$ cat src/rtl/pla_bist_ctrl.sv
// rtl/pla_bist_ctrl.sv - self-test engine for the 4-in/4-out PLA
// Drives exhaustive then LFSR vectors, checks against a host-loaded table, compacts responses in a MISR.
module pla_bist_ctrl #(
  parameter int unsigned SETTLE_CYC = 1,
  parameter int unsigned RAND_VECS  = 16,
  parameter logic [3:0]  LFSR_SEED  = 4'b0001
) (
  input  logic       clk,
  input  logic       rst_n,
  input  logic       exp_we,
  input  logic [3:0] exp_addr,
  input  logic [3:0] exp_data,
  input  logic       start,
  output logic [3:0] pla_in,
  input  logic [3:0] pla_out,
  output logic       busy,
  output logic       done,
  output logic       pass,
  output logic [7:0] err_count,
  output logic [3:0] first_err_vec,
  output logic [3:0] first_err_got,
  output logic [3:0] signature
);

  localparam int unsigned NUM_VECS = 16 + RAND_VECS;
  localparam int unsigned VW = $clog2(NUM_VECS);
  localparam logic [VW-1:0] LAST_VEC = VW'(NUM_VECS - 1);
  localparam logic [3:0] SETTLE_LAST = 4'(SETTLE_CYC - 1);

  typedef enum logic [1:0] {IDLE, SETTLE, CHECK, FINISH} state_t;

  state_t        state, state_nxt;
  logic [3:0]    exp_tbl [16];
  logic [3:0]    lfsr;
  logic [3:0]    lfsr_next;
  logic [3:0]    wait_cnt;
  logic [VW-1:0] vec_cnt;
  logic          settle_end, last_vec, mismatch;
  logic          idle, run_start, tbl_we, do_check, advance, finish;

  assign settle_end = (wait_cnt == SETTLE_LAST);
  assign last_vec   = (vec_cnt == LAST_VEC);
  assign mismatch   = (pla_out != exp_tbl[pla_in]);
  assign lfsr_next  = {lfsr[2:0], lfsr[3] ^ lfsr[2]};

  always_ff @(posedge clk) begin
    if (!rst_n) state <= IDLE;
    else        state <= state_nxt;
  end

  always_comb begin
    state_nxt = state;
    case (state)
      IDLE:    if (start) state_nxt = SETTLE;
      SETTLE:  if (settle_end) state_nxt = CHECK;
      CHECK:   state_nxt = last_vec ? FINISH : SETTLE;
      FINISH:  state_nxt = start ? SETTLE : IDLE;
      default: state_nxt = IDLE;
    endcase
  end

  // FINISH is the first idle cycle after a run, so it accepts start and table writes like IDLE.
  always_comb begin
    idle      = (state == IDLE) || (state == FINISH);
    run_start = idle && start;
    tbl_we    = idle && exp_we;
    do_check  = (state == SETTLE) && settle_end;
    advance   = (state == CHECK) && !last_vec;
    finish    = (state == CHECK) && last_vec;
  end

  always_ff @(posedge clk) begin
    if (!rst_n) begin
      for (int i = 0; i < 16; i++) exp_tbl[i] <= 4'h0;
      pla_in        <= 4'h0;
      busy          <= 1'b0;
      done          <= 1'b0;
      pass          <= 1'b0;
      err_count     <= 8'h00;
      first_err_vec <= 4'h0;
      first_err_got <= 4'h0;
      signature     <= 4'h0;
      lfsr          <= LFSR_SEED;
      wait_cnt      <= 4'h0;
      vec_cnt       <= '0;
    end else begin
      if (tbl_we) exp_tbl[exp_addr] <= exp_data;

      if (run_start) begin
        busy          <= 1'b1;
        done          <= 1'b0;
        pass          <= 1'b0;
        err_count     <= 8'h00;
        first_err_vec <= 4'h0;
        first_err_got <= 4'h0;
        signature     <= 4'h0;
        lfsr          <= LFSR_SEED;
        vec_cnt       <= '0;
        wait_cnt      <= 4'h0;
        pla_in        <= 4'h0;
      end

      if (state == SETTLE) wait_cnt <= wait_cnt + 4'd1;

      // Sampling happens on the edge that leaves SETTLE, SETTLE_CYC edges after pla_in changed.
      if (do_check) begin
        signature <= {signature[2:0], signature[3] ^ signature[2]} ^ pla_out;
        if (mismatch) begin
          if (err_count != 8'hFF) err_count <= err_count + 8'd1;
          if (err_count == 8'h00) begin
            first_err_vec <= pla_in;
            first_err_got <= pla_out;
          end
        end
      end

      if (advance) begin
        vec_cnt  <= vec_cnt + 1'b1;
        wait_cnt <= 4'h0;
        if (vec_cnt < VW'(15)) begin
          pla_in <= vec_cnt[3:0] + 4'd1;
        end else begin
          pla_in <= lfsr;
          lfsr   <= lfsr_next;
        end
      end

      if (finish) begin
        busy   <= 1'b0;
        done   <= 1'b1;
        pass   <= (err_count == 8'h00);
        pla_in <= 4'h0;
      end
    end
  end

endmodule

$ cat config.mk
export PLATFORM = sky130hd
export DESIGN_NAME = pla_bist_ctrl
export DESIGN_NICKNAME = d
export VERILOG_FILES = /design/src/rtl/pla_bist_ctrl.sv
export SDC_FILE = /design/constraint.sdc
export NUM_CORES = 1
export LEC_CHECK = 0
export ABC_AREA = 0
export BUFFER_PORTS_ARGS = -buffer_cell sky130_fd_sc_hd__buf_2
export CAP_MARGIN = 20
export CORE_MARGIN = 1
export CORE_UTILIZATION = 45
export CTS_CLUSTER_DIAMETER = 150
export CTS_CLUSTER_SIZE = 16
export DETAILED_ROUTE_END_ITERATION = 6
export PLACE_DENSITY_LB_ADDON = 0.25
export SYNTH_ARGS = -nofsm -noshare
export SYNTH_HDL_FRONTEND = slang
export SYNTH_SLANG_ARGS = --single-unit
$ cat constraint.sdc
create_clock -name clk -period 4.5 [get_ports clk]
set_clock_uncertainty 0.15 [all_clocks]
set_input_delay 0.225 -clock clk [delete_from_list [all_inputs] [get_ports clk]]
set_output_delay 0.225 -clock clk [all_outputs]
set_load 0.1 [all_outputs]
==> results of run 1 <==
==> critical path: stages, from the launching register on <==
cell and delay, ps:
dfxtp_1 700, mux2i_1 170, mux4_1 540, xor2_1 140
nand2_1 110, o31ai_2 340, o31ai_4 210, or3_1 350
a21oi_1 140
==> stage by stage <==
stage | power (W) | hold WS, ps | setup WS (ps) | cells | utilization, %
after floorplan | 0.00184 | 217 | 1730 | 509 | -
after global placement | 0.00197 | 293 | 1690 | 670 | 49.2
after detailed placement | 0.00199 | 309 | 1550 | 670 | 49.2
after CTS | 0.00270 | 30.8 | 1540 | 686 | 51.4
after global routing | 0.00281 | 55.1 | 1370 | 686 | 51.4
final | 0.00269 | 41.7 | 1560 | 686 | 51.4
==> metal layers <==
metal  up-vias  wire length [um]  share of wire, %  track usage [%]
met5         -                 0                 0                0
met4         0               302               2.6             9.16
met3        25               564               4.8             3.73
met2       123              5670                48             33.2
met1      1812              5250                45             24.7
li1       1865                 -                 -                -
==> area by class of cell <==
type | instances | area (um^2)
fill | 1067 | 5640
timing repair buffer | 44 | 225
sequential | 110 | 2840
inverter | 10 | 37.5
multi-input combinational | 363 | 2430
tap | 143 | 179
clock inverter | 2 | 8.76
clock buffer | 14 | 244
==> power groups by stage <==
| stage | Sequential, W | Clock, W | Combinational [W] |
|---|---|---|---|
| detailed placement | 0.00122 | 0 | 0.000773 |
| CTS | 0.00120 | 0.000734 | 0.000776 |
| global placement | 0.00121 | 0 | 0.000754 |
| global route | 0.00120 | 0.000770 | 0.000833 |
| floorplan | 0.00141 | 0 | 0.000430 |
| finish | 0.00120 | 0.000720 | 0.000772 |
==> registers in the layout, summed over array words and instances (netlist names), named ones only <==
name and count:
busy 1, done 1, err_count 8, exp_tbl 64, first_err_got 4, first_err_vec 4, lfsr 4, pass 1
pla_in 4, signature 4, state 2, vec_cnt 5, wait_cnt 4
==> cell families after synthesis <==
group / count (synthesis) / share of synthesized area (%)
AOI/OAI and AO/OA: 75 / 9.17
buffers and inverters: 36 / 3.55
DFF: 110 / 52.0
adders and majority gates: 11 / 2.52
muxes: 45 / 9.27
and+or+nand+nor: 215 / 20.8
xor gates and xnor gates: 17 / 2.72
==> worst max-delay path by stage <==
| stage | from | to | slack, ps |
|---|---|---|---|
| after floorplan | err_count[1] | err_count[1] | 1730 |
| after global placement | flop | err_count[1] | 1690 |
| after detailed placement | flop | err_count[0] | 1550 |
| after CTS | flop | err_count[0] | 1540 |
| after global routing | flop | err_count[0] | 1370 |
| final | flop | err_count[0] | 1560 |
==> placed cells by master, fill, tap and decap left out, drive strengths merged, types with 2 or more instances in the layout <==
| cell | count |
|---|---|
| and2 | 66 |
| edfxtp | 64 |
| nor2 | 49 |
| dfxtp | 46 |
| buf | 44 |
| mux2i | 33 |
| nand2 | 30 |
| o21ai | 24 |
| nand3 | 23 |
| a21oi | 18 |
| clkbuf | 14 |
| nor3 | 13 |
| nand2b | 12 |
| ha | 11 |
| inv | 10 |
| xor2 | 9 |
| mux2 | 9 |
| xnor2 | 8 |
| a31oi | 5 |
| or3 | 4 |
| a211oi | 4 |
| o22ai | 4 |
| o211ai | 4 |
| a221oi | 4 |
| and3 | 3 |
| nor2b | 3 |
| a22oi | 3 |
| mux4 | 3 |
| and2b | 2 |
| or2 | 2 |
| o22a | 2 |
| o31ai | 2 |
| clkinv | 2 |
==> impl_metrics.yaml, run 1 <==
clocking:
  clk_path_buf_depth: 2
  root_buffer: "clkbuf_16"
  hold_buffers: 0
  postCtsSetupBuffers: 0
  cts.repair.resized: 0
  clk_pin_slew_worst_paths_ps: 70
  clock-sinks: 110
  cts_tree: "yes"
  cts_buffers: 9
  h-tree-depth: 3
  insertion_delay_ps: 360
min_path:
  min_to: "first_err_got[0]"
  holdPathStages: 3
  min_path_type: "input pin to flop"
  min_from: "pla_out[0]"
sta:
  finalSetupViolCount: 0
  worst_pin_slew_ps: 987
  fmax_ghz: 0.340
  finalHoldViolCount: 0
  slew_viol_final: 0
  tns_ps: 0
  timing.final.crit_share_pct: 65.4
  finalCriticalPeriod_ps: 2940
  relSlewSlack_pct: 34.2
  grt_setup_unrepaired: "false"
detailed_routing:
  drtAntennaViolNets: 0
  wl_um: 11800
  wl_per_cell_um: 17.2
  drc_errors: 5
  dr_total_vias: 3825
  drtIter0Drc: 287
  viasPerCell: 5.58
  dr.pass1.iters: 6
logic_synthesis:
  yosys_register_bits: 110
  syn_area_per_cell_um2: 10.7
  synth_ff_type: "edfxtp_1"
  async_reset_ff_share_pct: 0
  synthTopCellsByCount: "66 x and2_1, 64 x edfxtp_1, 48 x nor2_1"
  synth_area_um2: 5470
  syn_nets: 536
  yosys_warnings: 0
  yosysTopAreaCellShare_pct: 35.1
  synth_edf_count: 64
  ys_seq_area_share_pct: 52.0
  post-synth-top-count-cell: "and2_1"
  syn_inst: 509
  yosys.area.top_type: "edfxtp_1"
  synthTopCellsByArea: "edfxtp_1 35%, dfxtp_1 17%, and2_1 7.5%"
  yosysUniqueCellTypes: 54
setup_path:
  cp-end-kind: "flop"
  crit_fanout: 13
  startpoint_type: "flop"
  crit_required_ps: 4620
  r2r-end: "err_count[0]"
  worst-setup-path-type: "flop to flop"
  arrival_ps: 3070
  r2r_setup_slack_ps: 1560
  ff2ff_path_depth: 8
pwr:
  p_int_w: 0.00172
  power.density_nw_per_um2: 450
  p_sw_w: 0.000964
  pwr-share-comb_pct: 28.7
  clockPowerShare_pct: 26.8
  p_sw_share_pct: 35.9
  pwr-share-seq_pct: 44.5
  p_leak_nw: 2.25
  peakVddDrop_mv: 0.212
floorplan:
  core_area_um2: 11600
  start_util_pct: 47.1
  rows: 39
  die_x_um: 112
  pin_count: 43
  die_h_um: 112
  dieArea_um2: 12600
final_layout:
  fin_area_um2: 5970
  area_delta_synth_final_pct: 9.15
  final_nets: 565
  diodes: 0
  drive_gt1_share_pct: 13.6
grt:
  grt_first_pass_wirelength_um: 18900
  grt_overflow: 0
  antenna_found_initial: 0
  grt_pass1_vias: 3701
  track_usage_pct: 19.7
  grt_max_degree: 28
job:
  drv_cap: 0
status:
  outcome: "finished with violations"
  violations: "DRC"
placed_design:
  placed_cell_area_um2: 5720
  io_buffers: 42
  dp_hpwl_um: 8500
  place_congestion: 0.818
Note: power is estimated with default switching activity, not from simulation.
==> inputs of run 2 (changes only) <==
--- a/config.mk
+++ b/config.mk
@@ -5,7 +5,7 @@
 export SDC_FILE = /design/constraint.sdc
 export NUM_CORES = 1
 export LEC_CHECK = 0
-export ABC_AREA = 0
+export ABC_AREA = 1
 export BUFFER_PORTS_ARGS = -buffer_cell sky130_fd_sc_hd__buf_2
 export CAP_MARGIN = 20
 export CORE_MARGIN = 1
==> constraint.sdc (replaced) <==
create_clock -name clk -period 2.7 [get_ports clk]
set_clock_uncertainty 0.15 [all_clocks]
set_input_delay 0.135 -clock clk [delete_from_list [all_inputs] [get_ports clk]]
set_output_delay 0.135 -clock clk [all_outputs]
set_load 0.1 [all_outputs]
==> run 2 against run 1 <==
Non-clock buffer count up 13. Sequential power up 73%. Worst hold slack worse by 26 ps. Largest cell class unchanged. Die area up 2.4%. Core utilization up 1.0 points. Worst setup slack worse by 1300 ps. Flip-flop and latch count unchanged. The run now ends clean. Global-route usage up 1.6 points. Cell count up 35%. Wire length up 12%. Synthesized cell count up 40%.
==> impl_metrics.yaml, run 2 <==
setup_path:
  worst-setup-path-type: "flop to flop"
  ff2ff_path_depth: 15
  r2r-end: "err_count[3]"
  r2r_setup_slack_ps: 280
  crit_fanout: 32
  cpMaxStageDelayCell: "dfxtp_1"
  crit_family: "simple AND/OR/NAND/NOR gates"
  cp_slowest_stage_delay_ps: 380
  startpoint_type: "flop"
  cp_common_cell: "nand2_1"
  cp-end-kind: "flop"
  arrival_ps: 2560
  cp_cell_sequence: "buf_4 > nand2_1 > nand3_1 > nand3_1 > nand3_1 > nand2_1 > nand2_1 > nand2_1 > nand2_1 > inv_1 > nand2_4 > nand3_2 > nand2_1 > nand2_1 > nor2_1"
  crit_required_ps: 2840
  timing.critical_path.buf_inv: 2
sta:
  grt_setup_unrepaired: "false"
  worst_pin_slew_ps: 733
  finalSetupViolCount: 0
  relSlewSlack_pct: 51.1
  finalHoldViolCount: 0
  fmax_ghz: 0.413
  slew_viol_final: 0
  timing.final.crit_share_pct: 89.6
  tns_ps: 0
  finalCriticalPeriod_ps: 2420
clocking:
  clk_path_buf_depth: 2
  cts_tree: "yes"
  insertion_delay_ps: 350
  clock-sinks: 110
  clk_pin_slew_worst_paths_ps: 70
  h-tree-depth: 3
  postCtsSetupBuffers: 0
  cts_buffers: 9
  root_buffer: "clkbuf_16"
pwr:
  power.total_w: 0.00549
  p_leak_nw: 2.91
  p_sw_w: 0.00228
  clockPowerShare_pct: 25.7
  p_sw_share_pct: 41.5
  power.density_nw_per_um2: 867
  p_int_w: 0.00321
  peakVddDrop_mv: 0.364
  pwr-share-comb_pct: 36.6
  pwr-share-seq_pct: 37.7
floorplan:
  pin_count: 43
  die_x_um: 114
  rows: 40
  start_util_pct: 46.4
  core_area_um2: 12100
  dieArea_um2: 12900
  die_h_um: 114
final_layout:
  layout_common_cells: "205 x nand2_1, 106 x nor2_1, 91 x inv_1"
  drive_gt1_share_pct: 12.5
  largest_reg_flops: 64
  top_regs: "exp_tbl x64, err_count x8, vec_cnt x5"
  final_common_cell: "nand2_1"
  final_nets: 782
  area_delta_synth_final_pct: 12.9
  diodes: 0
  regMostFlops: "exp_tbl"
logic_synthesis:
  synth_area_um2: 5600
  synth_edf_count: 64
  yosys_warnings: 0
  ys_seq_area_share_pct: 50.8
  syn_inst: 713
  post-synth-top-count-cell: "nand2_1"
  syn_area_per_cell_um2: 7.85
  synthTopCellsByArea: "edfxtp_1 34%, dfxtp_1 16%, nand2_1 14%"
  yosysTopAreaCellShare_pct: 34.3
  yosys.area.top_type: "edfxtp_1"
  synthTopCellsByCount: "205 x nand2_1, 106 x nor2_1, 91 x inv_1"
  yosysUniqueCellTypes: 34
  yosys_register_bits: 110
  async_reset_ff_share_pct: 0
  synth_ff_type: "edfxtp_1"
  syn_nets: 740
grt:
  grt_overflow: 0
  track_usage_pct: 21.4
  grt_first_pass_wirelength_um: 21100
  grt_max_degree: 33
  antenna_found_initial: 0
  grt_pass1_vias: 4267
detailed_routing:
  drc_errors: 0
  wl_per_cell_um: 14.2
  dr_total_vias: 4614
  drtAntennaViolNets: 0
  dr.pass1.iters: 5
  wl_um: 13200
  drtIter0Drc: 384
  viasPerCell: 4.97
min_path:
  min_path_type: "input pin to flop"
  min_from: "start"
  min_to: "state[0]"
  holdPathStages: 5
status:
  outcome: "completed"
placed_design:
  place_congestion: 0.859
  io_buffers: 42
  dp_hpwl_um: 9270
job:
  drv_cap: 0
## run 2: cell count changes after synthesis, moves of 7 or more
cell,change
a21oi_1,+12
o21ai_0,-11
nor2_1,+58
mux2i_1,-33
nand2b_1,-12
nand2_1,+175
inv_1,+81
clkbuf_1,-9
nor3_1,-7
and2_1,-66
nand3_1,+38
## run 2: worst max path at each step
| stage | to | depth (start not counted) |
|---|---|---|
| after global placement | exp_tbl[5][0] | 6 |
| after floorplan | first_err_vec[2] | 10 |
| after global routing | err_count[7] | 15 |
| after detailed placement | exp_tbl[1][1] | 6 |
| after CTS | exp_tbl[1][2] | 6 |
| final | err_count[3] | 15 |
## run 2: metrics by stage
step	hold slack (ps)	setup WS, ps	std cells	util [%]	area [um^2]
after detailed placement	307	92.1	910	49.5	5970
final	15.5	281	928	52.4	6320
after global routing	14.5	18.4	928	52.4	6320
after CTS	5.68	74.8	928	52.4	6320
after floorplan	186	302	713	-	5600
after global placement	303	170	910	49.5	5970
## run 2: cell families (layout without fill, tap and decap cells)
logic type               after synthesis  after routing  share of synthesized area, %
buffers and inverters                119            166                          8.82
AO/OA/AOI/OAI                         58             58                          5.92
AND/OR/NAND/NOR                      405            405                          30.5
adder cells (fa/ha/maj)               11             11                          2.46
flip-flops                           110            110                          50.8
XOR/XNOR                              10             10                          1.56
## run 2: timing repair
action                     4_1_cts  5_1_grt
gates resized for setup          0        1
setup endpoints to repair        0       16
hold endpoints to repair         2        0
hold buffers                     2        0
## run 2: routing by layer
layer  vias up  part of all wire [%]  GRT usage (%)
li1       2356                     -              -
met1      2125                    46           27.7
met2       111                    48           35.2
met3        22                   4.2           3.93
met4         0                   2.4           8.68
met5         -                     0              0
## run 2: area by class of cell
class	instances	area [um^2]
clock buffers	15	320
clock inverters	1	5.00
fillers	1123	5740
inverters	93	349
multi-input cells	484	2270
flip-flops and latches	110	2840
well taps	168	210
repair buffers	57	328
## run 2: tightest hold or removal path, delay by kind of cell
kind / cells / cell delay (ps)
and+or+nand+nor: 3 / 170
AOI/OAI and AO/OA: 1 / 60
buffers and inverters: 1 / 120
## run 2: power groups by stage
stage / Clock [W] / Sequential, W / Combinational (W)
final: 0.00141 / 0.00207 / 0.00201
after global routing: 0.00148 / 0.00209 / 0.00220
after CTS: 0.00142 / 0.00207 / 0.00201
after detailed placement: 0 / 0.00210 / 0.00199
after global placement: 0 / 0.00210 / 0.00196
after floorplan: 0 / 0.00268 / 0.00104
==> inputs of run 3 (changes only) <==
--- a/config.mk
+++ b/config.mk
@@ -8,6 +8,7 @@
 export ABC_AREA = 1
 export BUFFER_PORTS_ARGS = -buffer_cell sky130_fd_sc_hd__buf_2
 export CAP_MARGIN = 20
+export CORE_ASPECT_RATIO = 1.5
 export CORE_MARGIN = 1
 export CORE_UTILIZATION = 45
 export CTS_CLUSTER_DIAMETER = 150
==> run 3 against run 2 <==
Clock power up 9%. Non-clock buffer count unchanged. Sequential share of layout area about the same. Worst setup slack worse by 60 ps. Flip-flop and latch count unchanged. Critical path depth down 8. Critical endpoint is now exp_tbl[13][3].
==> impl_metrics.yaml, run 3 (synthesis gave the netlist of run 2 again) <==
detailed_routing:
  dr.pass1.iters: 5
  wl_per_cell_um: 15.0
  drtAntennaViolNets: 0
  wl_um: 13700
  drtIter0Drc: 244
  drc_errors: 0
  viasPerCell: 5.18
  dr_total_vias: 4732
final_layout:
  top_regs: "exp_tbl x64, err_count x8, vec_cnt x5"
  drive_gt1_share_pct: 12.5
  diodes: 0
  layout_common_cells: "205 x nand2_1, 106 x nor2_1, 91 x inv_1"
  fin_area_um2: 6330
  fillers: 1135
  area_delta_synth_final_pct: 13.0
  final_common_cell: "nand2_1"
  regMostFlops: "exp_tbl"
  largest_reg_flops: 64
  final_nets: 782
clocking:
  insertion_delay_ps: 350
  cts_buffers: 9
  root_buffer: "clkbuf_16"
  cts_tree: "yes"
  clock-sinks: 110
  h-tree-depth: 3
  postCtsSetupBuffers: 0
  clk_path_buf_depth: 2
  clk_pin_slew_worst_paths_ps: 70
pwr:
  clockPowerShare_pct: 27.2
  p_sw_w: 0.00231
  pwr-share-comb_pct: 36.2
  pwr-share-seq_pct: 36.6
  p_int_w: 0.00332
  p_sw_share_pct: 41.0
  peakVddDrop_mv: 0.988
  power.density_nw_per_um2: 889
  p_leak_nw: 2.91
placed_design:
  io_buffers: 42
  dp_hpwl_um: 10000
  placed_cell_area_um2: 5950
  place_congestion: 0.868
floorplan:
  core_area_um2: 12100
  start_util_pct: 46.4
  rows: 49
  die_x_um: 93.1
  die_h_um: 139
  pin_count: 43
  dieArea_um2: 12900
grt:
  grt_first_pass_wirelength_um: 22700
  track_usage_pct: 22.8
  grt_overflow: 0
  antenna_found_initial: 0
  grt_pass1_vias: 4701
  grt_max_degree: 31
sta:
  tns_ps: 0
  relSlewSlack_pct: 52.3
  slew_viol_final: 0
  finalCriticalPeriod_ps: 2480
  worst_pin_slew_ps: 715
  finalSetupViolCount: 0
  fmax_ghz: 0.403
  timing.final.crit_share_pct: 91.8
  grt_setup_unrepaired: "false"
  finalHoldViolCount: 0
status:
  outcome: "completed"
setup_path:
  cp-end-kind: "flop"
  worst-setup-path-type: "flop to flop"
  arrival_ps: 2380
  crit_required_ps: 2610
  startpoint_type: "flop"
  crit_fanout: 6
min_path:
  min_path_type: "input pin to flop"
job:
  drv_cap: 0
run 3: worst max-delay path, stage by stage, from the launching register on:
cell and delay (ps):
dfxtp_1 430, inv_1 120, ha_1 310, nand3b_1 290
nor3_1 390, buf_4 200, nand2_1 110, nand2_1 170
run 3: timing repair:
item,CTS,global route
hold endpoints to repair,2,0
setup endpoints to repair,0,16
hold buffers,2,0
resized for setup,0,1
run 3: worst paths after layout:
kind | to | from | slack [ps] | depth (start not counted)
worst max register to register | exp_tbl[13][3] | state[0] | 220 | 7
worst min-delay path | signature[3] | pla_out[3] | 7 | 4
worst min register to register | vec_cnt[3] | vec_cnt[3] | 320 | 2
worst max-delay path | exp_tbl[13][3] | state[0] | 220 | 7
run 3: final cells by class:
type / instances / area, um^2 / area share, %
clock buffers: 10 / 229 / 3.62
clock inverters: 6 / 119 / 1.88
inverters: 93 / 349 / 5.52
multi-input cells: 484 / 2270 / 35.9
flip-flops and latches: 110 / 2840 / 44.9
well taps: 153 / 191 / 3.03
repair buffers: 57 / 328 / 5.18
run 3: metrics by stage:
stage	power (W)	setup slack, ps	hold WS [ps]	cells	util, %
after floorplan	0.00372	302	186	713	-
after global placement	0.00408	144	302	895	49.3
after detailed placement	0.00412	126	311	895	49.3
after CTS	0.00564	74.8	4.12	913	52.3
after global routing	0.00594	24.7	28.1	913	52.4
final	0.00563	221	6.71	913	52.4
run 3: power groups by stage:
| stage | clock [W] | sequential, W | combinational (W) |
|---|---|---|---|
| after detailed placement | 0 | 0.00210 | 0.00202 |
| final | 0.00153 | 0.00206 | 0.00204 |
| after global placement | 0 | 0.00209 | 0.00199 |
| after floorplan | 0 | 0.00268 | 0.00104 |
| after CTS | 0.00155 | 0.00206 | 0.00204 |
| after global routing | 0.00162 | 0.00208 | 0.00224 |
run 3: per-layer routing:
metal / wire length [um] / vias to the layer above / track usage [%]
li1: - / 2355 / -
met1: 5040 / 2218 / 23.4
met3: 632 / 34 / 4.71
met4: 518 / 0 / 10.3
met2: 7500 / 125 / 43.0
met5: 0 / - / 0
